<file path="config.mk">
export PLATFORM = sky130hd
export DESIGN_NAME = dsp_voice_scheduler_flat
export DESIGN_NICKNAME = d
export VERILOG_FILES = /design/src/rtl/dsp_voice_scheduler_if.sv /design/src/rtl/dsp_voice_scheduler.sv /design/src/flat_wrapper.sv
export SDC_FILE = /design/constraint.sdc
export NUM_CORES = 1
export LEC_CHECK = 0
export CAP_MARGIN = 0
export CORE_MARGIN = 2
export CORE_UTILIZATION = 43
export CTS_BUF_LIST = sky130_fd_sc_hd__clkbuf_8
export CTS_CLUSTER_DIAMETER = 40
export DETAILED_ROUTE_END_ITERATION = 10
export GPL_TIMING_DRIVEN = 0
export PLACE_DENSITY = 0.88
export RECOVER_POWER = 100
export SLEW_MARGIN = 20
export SYNTH_ARGS = -nofsm -noshare
export SYNTH_HDL_FRONTEND = slang
export SYNTH_SLANG_ARGS = --single-unit
</file>
<file path="constraint.sdc">
create_clock -name clock -period 8.3 [get_ports clock]
set_input_delay 1.245 -clock clock [delete_from_list [all_inputs] [get_ports clock]]
set_output_delay 1.245 -clock clock [all_outputs]
set_load 0.02 [all_outputs]
</file>
<file path="src/rtl/dsp_voice_scheduler_if.sv">
// Voice/RAM bus bundle for dsp_voice_scheduler.
// The slave modport is the scheduler side; the master modport is the voices plus RAM.
interface dsp_voice_scheduler_if #(
  parameter int VOICES = 8,
  parameter int ADDR_W = 16
);
  logic [VOICES-1:0]        voice_req;
  logic [VOICES*ADDR_W-1:0] voice_addr;
  logic [VOICES-1:0]        voice_ack;
  logic [7:0]               voice_data;
  logic [VOICES-1:0]        voice_valid;
  logic [ADDR_W-1:0]        ram_address;
  logic                     ram_read_request;
  logic [7:0]               ram_data;

  modport slave (
    input  voice_req, voice_addr, ram_data,
    output voice_ack, voice_data, voice_valid, ram_address, ram_read_request
  );

  modport master (
    output voice_req, voice_addr, ram_data,
    input  voice_ack, voice_data, voice_valid, ram_address, ram_read_request
  );
endinterface

</file>
<file path="src/rtl/dsp_voice_scheduler.sv">
// Per-sample voice advance sweep plus a shared-RAM read arbiter for the voice decoders.
// Define DSP_SCHED_FIXED_PRIORITY_EN for fixed lowest-index priority instead of round-robin.
module dsp_voice_scheduler #(
  parameter int VOICES = 8,
  parameter int ADDR_W = 16
) (
  input  logic                clock,
  input  logic                reset,
  input  logic                sample_tick,
  output logic [VOICES-1:0]   advance_trigger,
  output logic                overrun,
  dsp_voice_scheduler_if.slave bus
);
  localparam int VW = (VOICES > 1) ? $clog2(VOICES) : 1;
  localparam logic [VW-1:0] LAST_V = VW'(VOICES - 1);

  typedef enum logic [0:0] {IDLE = 1'b0, SWEEP = 1'b1} state_t;

  function automatic logic [VOICES-1:0] onehot(input logic [VW-1:0] idx);
    return {{(VOICES-1){1'b0}}, 1'b1} << idx;
  endfunction

  state_t             state_r, state_s;
  logic [VW-1:0]      vcnt_r, vcnt_s;
  logic               pending_r, pending_s;
  logic               overrun_r, overrun_s;
  logic [VOICES-1:0]  adv_r, adv_s;

  logic               found_s;
  logic               issue_s;
  logic [VW-1:0]      grant_idx_s;
  logic [VOICES-1:0]  ack_s;
  logic [ADDR_W-1:0]  addr_s;
  logic [ADDR_W-1:0]  last_addr_r;
  logic [VOICES-1:0]  valid_r;

  // Sweep sequencing: a tick landing on the last voice restarts without an IDLE gap.
  always_comb begin
    state_s   = state_r;
    vcnt_s    = vcnt_r;
    pending_s = pending_r;
    overrun_s = overrun_r;
    adv_s     = {VOICES{1'b0}};
    case (state_r)
      IDLE: begin
        if (sample_tick) begin
          state_s = SWEEP;
          vcnt_s  = {VW{1'b0}};
          adv_s   = onehot({VW{1'b0}});
        end else begin
          state_s = IDLE;
        end
      end
      SWEEP: begin
        if (vcnt_r == LAST_V) begin
          if (pending_r || sample_tick) begin
            state_s   = SWEEP;
            vcnt_s    = {VW{1'b0}};
            adv_s     = onehot({VW{1'b0}});
            pending_s = 1'b0;
            if (pending_r && sample_tick) begin
              overrun_s = 1'b1;
            end else begin
              overrun_s = overrun_r;
            end
          end else begin
            state_s = IDLE;
          end
        end else begin
          vcnt_s = vcnt_r + {{(VW-1){1'b0}}, 1'b1};
          adv_s  = onehot(vcnt_s);
          if (sample_tick) begin
            if (pending_r) begin
              overrun_s = 1'b1;
            end else begin
              pending_s = 1'b1;
            end
          end else begin
            pending_s = pending_r;
          end
        end
      end
      default: begin
        state_s = IDLE;
      end
    endcase
  end

  // Sweep state register and registered advance/overrun outputs.
  always_ff @(posedge clock or negedge reset) begin
    if (!reset) begin
      state_r   <= IDLE;
      vcnt_r    <= {VW{1'b0}};
      pending_r <= 1'b0;
      overrun_r <= 1'b0;
      adv_r     <= {VOICES{1'b0}};
    end else begin
      state_r   <= state_s;
      vcnt_r    <= vcnt_s;
      pending_r <= pending_s;
      overrun_r <= overrun_s;
      adv_r     <= adv_s;
    end
  end

`ifdef DSP_SCHED_FIXED_PRIORITY_EN
  // Fixed priority: scanning downward leaves the lowest requesting index as winner.
  always_comb begin
    found_s     = 1'b0;
    grant_idx_s = {VW{1'b0}};
    for (int i = VOICES - 1; i >= 0; i--) begin
      if (bus.voice_req[i]) begin
        found_s     = 1'b1;
        grant_idx_s = VW'(i);
      end else begin
        found_s     = found_s;
      end
    end
  end
`else
  logic [VW-1:0] ptr_r;

  // Round-robin: search begins one past the last granted voice and wraps.
  always_comb begin
    int cand;
    found_s     = 1'b0;
    grant_idx_s = ptr_r;
    cand        = 0;
    for (int i = 1; i <= VOICES; i++) begin
      cand = int'(ptr_r) + i;
      if (cand >= VOICES) begin
        cand = cand - VOICES;
      end else begin
        cand = cand;
      end
      if (!found_s && bus.voice_req[cand]) begin
        found_s     = 1'b1;
        grant_idx_s = VW'(cand);
      end else begin
        found_s     = found_s;
      end
    end
  end

  // Pointer starts at the top index so voice 0 is served first after reset.
  always_ff @(posedge clock or negedge reset) begin
    if (!reset) begin
      ptr_r <= LAST_V;
    end else if (issue_s) begin
      ptr_r <= grant_idx_s;
    end else begin
      ptr_r <= ptr_r;
    end
  end
`endif

  // Issue is gated by reset so no strobe or ack escapes while reset is held.
  always_comb begin
    issue_s = found_s & reset;
    if (issue_s) begin
      ack_s  = onehot(grant_idx_s);
      addr_s = bus.voice_addr[grant_idx_s*ADDR_W +: ADDR_W];
    end else begin
      ack_s  = {VOICES{1'b0}};
      addr_s = last_addr_r;
    end
  end

  // Remember the issued address and which voice owns next cycle's RAM data.
  always_ff @(posedge clock or negedge reset) begin
    if (!reset) begin
      last_addr_r <= {ADDR_W{1'b0}};
      valid_r     <= {VOICES{1'b0}};
    end else begin
      last_addr_r <= addr_s;
      valid_r     <= ack_s;
    end
  end

  assign advance_trigger      = adv_r;
  assign overrun              = overrun_r;
  assign bus.voice_ack        = ack_s;
  assign bus.ram_read_request = issue_s;
  assign bus.ram_address      = addr_s;
  assign bus.voice_valid      = valid_r;
  // RAM data arrives one cycle after issue, so it is forwarded rather than re-registered.
  assign bus.voice_data       = (|valid_r) ? bus.ram_data : 8'h00;
endmodule

</file>
<file path="src/flat_wrapper.sv">
// flat-port wrapper written by rule: the top's interface ports become plain ports
module dsp_voice_scheduler_flat 
#(
  parameter int VOICES = 8,
  parameter int ADDR_W = 16
)
  (clock, reset, sample_tick, advance_trigger, overrun, bus_voice_req, bus_voice_addr, bus_ram_data, bus_voice_ack, bus_voice_data, bus_voice_valid, bus_ram_address, bus_ram_read_request);
  dsp_voice_scheduler_if #(.VOICES(VOICES), .ADDR_W(ADDR_W)) bus_i ();
  input  logic clock;
  input  logic reset;
  input  logic sample_tick;
  output logic [VOICES-1:0] advance_trigger;
  output logic overrun;
  input wire logic [$bits(bus_i.voice_req)-1:0] bus_voice_req;
  input wire logic [$bits(bus_i.voice_addr)-1:0] bus_voice_addr;
  input wire logic [$bits(bus_i.ram_data)-1:0] bus_ram_data;
  output wire logic [$bits(bus_i.voice_ack)-1:0] bus_voice_ack;
  output wire logic [$bits(bus_i.voice_data)-1:0] bus_voice_data;
  output wire logic [$bits(bus_i.voice_valid)-1:0] bus_voice_valid;
  output wire logic [$bits(bus_i.ram_address)-1:0] bus_ram_address;
  output wire logic [$bits(bus_i.ram_read_request)-1:0] bus_ram_read_request;
  assign bus_i.voice_req = bus_voice_req;
  assign bus_i.voice_addr = bus_voice_addr;
  assign bus_i.ram_data = bus_ram_data;
  assign bus_voice_ack = bus_i.voice_ack;
  assign bus_voice_data = bus_i.voice_data;
  assign bus_voice_valid = bus_i.voice_valid;
  assign bus_ram_address = bus_i.ram_address;
  assign bus_ram_read_request = bus_i.ram_read_request;
  dsp_voice_scheduler #(.VOICES(VOICES), .ADDR_W(ADDR_W)) u_core (.clock(clock), .reset(reset), .sample_tick(sample_tick), .advance_trigger(advance_trigger), .overrun(overrun), .bus(bus_i));
endmodule
</file>
==> metrics, run 1 <==
DRC viols 0; Yosys top cell by area dfrtp_1; Initial Util 43.6%; CP max stage delay around 670 ps; routed len/inst roughly 21 µm; crit end category primary output; CP startpoint u_core.ptr_r[1]; Routed Antenna Nets 0; layout cells sized above 1 under 10%; crit path cell chain buf_2 > clkbuf_1 > inv_1 > ha_1 > clkbuf_1 > mux4_2 > nand4_1 > nor2_1 > a211oi_1 > xnor2_2 > buf_6 > mux4_2 > and2_0 > a221o_1 > dlygate4sd3_1; critical hold path startpoint u_core.overrun; final worst-path cycle share 89.8%; Synth Instances approximately 330; area of the multi-input gates ~2300 µm²; final slew viol count 0; post_cts resized 0; vias in the first global route roughly 3.6k; Setup Fix Bufs, Post-CTS 0; required time worst endpoint around 7000 ps; first-pass GRT wire length around 20000 µm; Core ar. slightly above 8000 µm²; synth unique cells 46; cts hold-fix bufs 0; Synth Cell Area 3530 µm²; final setup vio count 0; CTS root buf clkbuf_8; die height ~95 µm; post-DP HPWL 10800 µm; # IOs slightly below 200; Crit-path slowest cell dlygate4sd3_1; die extent in x about 95 µm; Synth top area share 26.9%; CTS tree done; CTS sink count 41; GPL Wtd Cong around 0.9; drt pass-1 iters 5; n_diodes 0; FMAX between 100 and 150 MHz; fillers about 620; Clock transition at path regs approximately 80 ps; Layout Nets roughly 690; Fin. Hold Viols 0; Vias per Instance around 5.7; Worst-Margin Slew around 1100 ps; net count after synthesis between 400 and 500; Row Count 33; Total GRT Usage roughly 29%; RSZ-0062 raised after global routing false; number of synthesized register bits between 40 and 50; Register Area between 1000 and 1500 µm²; worst r2r src u_core.ptr_r[1]; reg2reg setup slack 2900 ps; initial antenna violation count 0; maxcap violations 0; Slew headroom a little under a quarter; skew final 7.68 ps; Die ar. between 8000 and 9000 µm²; Setup TNS 0 ps; status completed; largest net degree at the start of global routing 23; Longest Clk Path Bufs 2; Clock Latency Late Sink 300 ps; Hold Crit Class flip-flop to flip-flop; Mapped Avg Cell Area ~11 µm²; Port Buf Inserts 196; shortest period the worst path allows 7450 ps; Inserted Clock Buffers 5; P&R area growth vs syn 62.5%; DR vias between 3k and 4k; Congestion Overflow GR 0; Seq/Total Area, Yosys between 20% and 30%; htree depth 2; CP max FO 10; top cells by area, synth dfrtp_1 27%, mux2i_1 13%, mux4_2 11%; Setup Crit Path Kind flip-flop to primary output; WP data arrival 6210 ps; Starting DRT DRC Count ~200; crit start category flip-flop; Post-Route WL roughly 13000 µm; Ys Warns 0
## path summary, 6_finish.rpt
path                       depth (start not counted)                        end
hold reg to reg                                    1             u_core.overrun
hold / removal                                     1             u_core.overrun
setup reg to reg                                  16     u_core.last_addr_r[14]
min in group asynchronous                          1      u_core.last_addr_r[5]
max in group asynchronous                          2  u_core.bus.voice_valid[7]
setup / recovery                                  15         bus_ram_address[7]
## per-stage QoR
step	setup slack, ps	instances	hold slack [ps]	util (%)	area, µm²
3_5_place_dp	1350	636	483	69.8	5650
2_1_floorplan	2790	334	472	-	3530
5_1_grt	522	644	519	70.9	5740
3_3_place_gp	1470	635	459	69.5	5620
4_1_cts	1280	644	501	71.4	5780
6_report	848	644	493	70.9	5740
## synthesized netlist by cell type (all sizes together)
master / count
a22oi: 2
a221oi: 1
nor2b: 2
a32o: 1
nor3b: 3
and3: 7
xnor2: 6
a221o: 16
a31oi: 2
xor2: 2
o2111ai: 1
dfstp: 3
nor4: 2
a211oi: 2
nand4: 2
clkbuf: 10
o21ai: 7
o211ai: 4
o2bb2ai: 1
nor3: 3
or2: 3
ha: 8
nor2: 11
a31o: 1
a21oi: 22
inv: 8
buf: 13
nand2b: 6
a311oi: 2
o21a: 1
nand3: 5
nand2: 31
mux2: 5
mux2i: 45
mux4: 27
dfrtp: 38
and2: 30
nand3b: 1
## cells by family (layout without fill, tap and decap cells)
| family | count (synthesis) | after routing | synth area share, % |
|---|---|---|---|
| AOI/OAI and AO/OA | 63 | 63 | 13.0 |
| xor gates and xnor gates | 8 | 8 | 2.20 |
| adders and majority gates | 8 | 8 | 2.83 |
| buffers and inverters | 31 | 236 | 4.50 |
| DFF | 41 | 41 | 29.2 |
| muxes | 77 | 77 | 32.5 |
| and+or+nand+nor | 106 | 106 | 15.7 |
## layout make-up
cell class,instances,area share (%)
Tap cell,105,2.29
Clock inverter,3,1.13
Buffer,23,2.20
Inverter,8,0.523
Multi-Input combinational cell,262,40.6
Sequential cell,41,17.9
Timing Repair Buffer,197,34.1
Clock buffer,5,1.20
## critical path, delay by kind of cell (launching register included)
family	cells	cell delay [ps]
buffers and inverters	6	2220
multiplexers	2	1190
AO/OA/AOI/OAI	2	880
flip-flops	1	530
AND/OR/NAND/NOR	3	410
XOR/XNOR	1	360
adder cells (fa/ha/maj)	1	310
## registers in the layout, indices dropped and copies added, names as in the netlist
signal	count
u_core.pending_r	1
u_core.bus.voice_valid	8
u_core.vcnt_r	3
u_core.overrun	1
u_core.ptr_r	3
u_core.advance_trigger	8
u_core.state_r	1
u_core.last_addr_r	16
## metal layers
metal	wire, µm	vias up	global-route usage, %	share of wire, %
met4	427	0	10.7	3.2
met2	6940	163	51.5	52
met5	0	-	0	0
li1	-	1678	-	-
met3	1040	33	6.23	7.8
met1	4860	1808	33.3	37
## placed cells by master, fill, tap and decap left out, types with 3 or more instances in the layout
cell,synthesis,layout
nand3_1,5,5
a221o_1,16,16
clkbuf_8,0,5
mux2i_1,45,45
o211ai_1,4,4
dlygate4sd3_1,0,50
clkdlybuf4s50_1,0,145
dfrtp_1,38,38
inv_1,8,8
xnor2_1,5,5
buf_2,9,7
nand2_1,31,31
and3_1,7,7
nor2_1,10,11
and2_1,30,22
nor3b_1,3,3
ha_1,8,8
nor3_1,3,3
o21ai_0,7,7
mux2_2,3,3
nand2b_1,6,6
or2_2,3,3
mux4_2,18,18
clkbuf_1,10,15
a21oi_1,22,22
and2_0,0,8
mux4_1,9,9
Power of run 1 is left out: the tool's default activity adds up to more than one toggle a clock period on the data nets, which glitch-free logic cannot reach.
==> run 2, diff against run 1 <==
--- a/config.mk
+++ b/config.mk
@@ -9,7 +9,7 @@
 export CORE_MARGIN = 2
 export CORE_UTILIZATION = 43
 export CTS_BUF_LIST = sky130_fd_sc_hd__clkbuf_8
-export CTS_CLUSTER_DIAMETER = 40
+export CTS_CLUSTER_DIAMETER = 60
 export DETAILED_ROUTE_END_ITERATION = 10
 export GPL_TIMING_DRIVEN = 0
 export PLACE_DENSITY = 0.88
==> results of run 2 <==
No change in the layout: final DEF, timing and power equal those of run 1.
Power of run 2 is left out for the same reason.
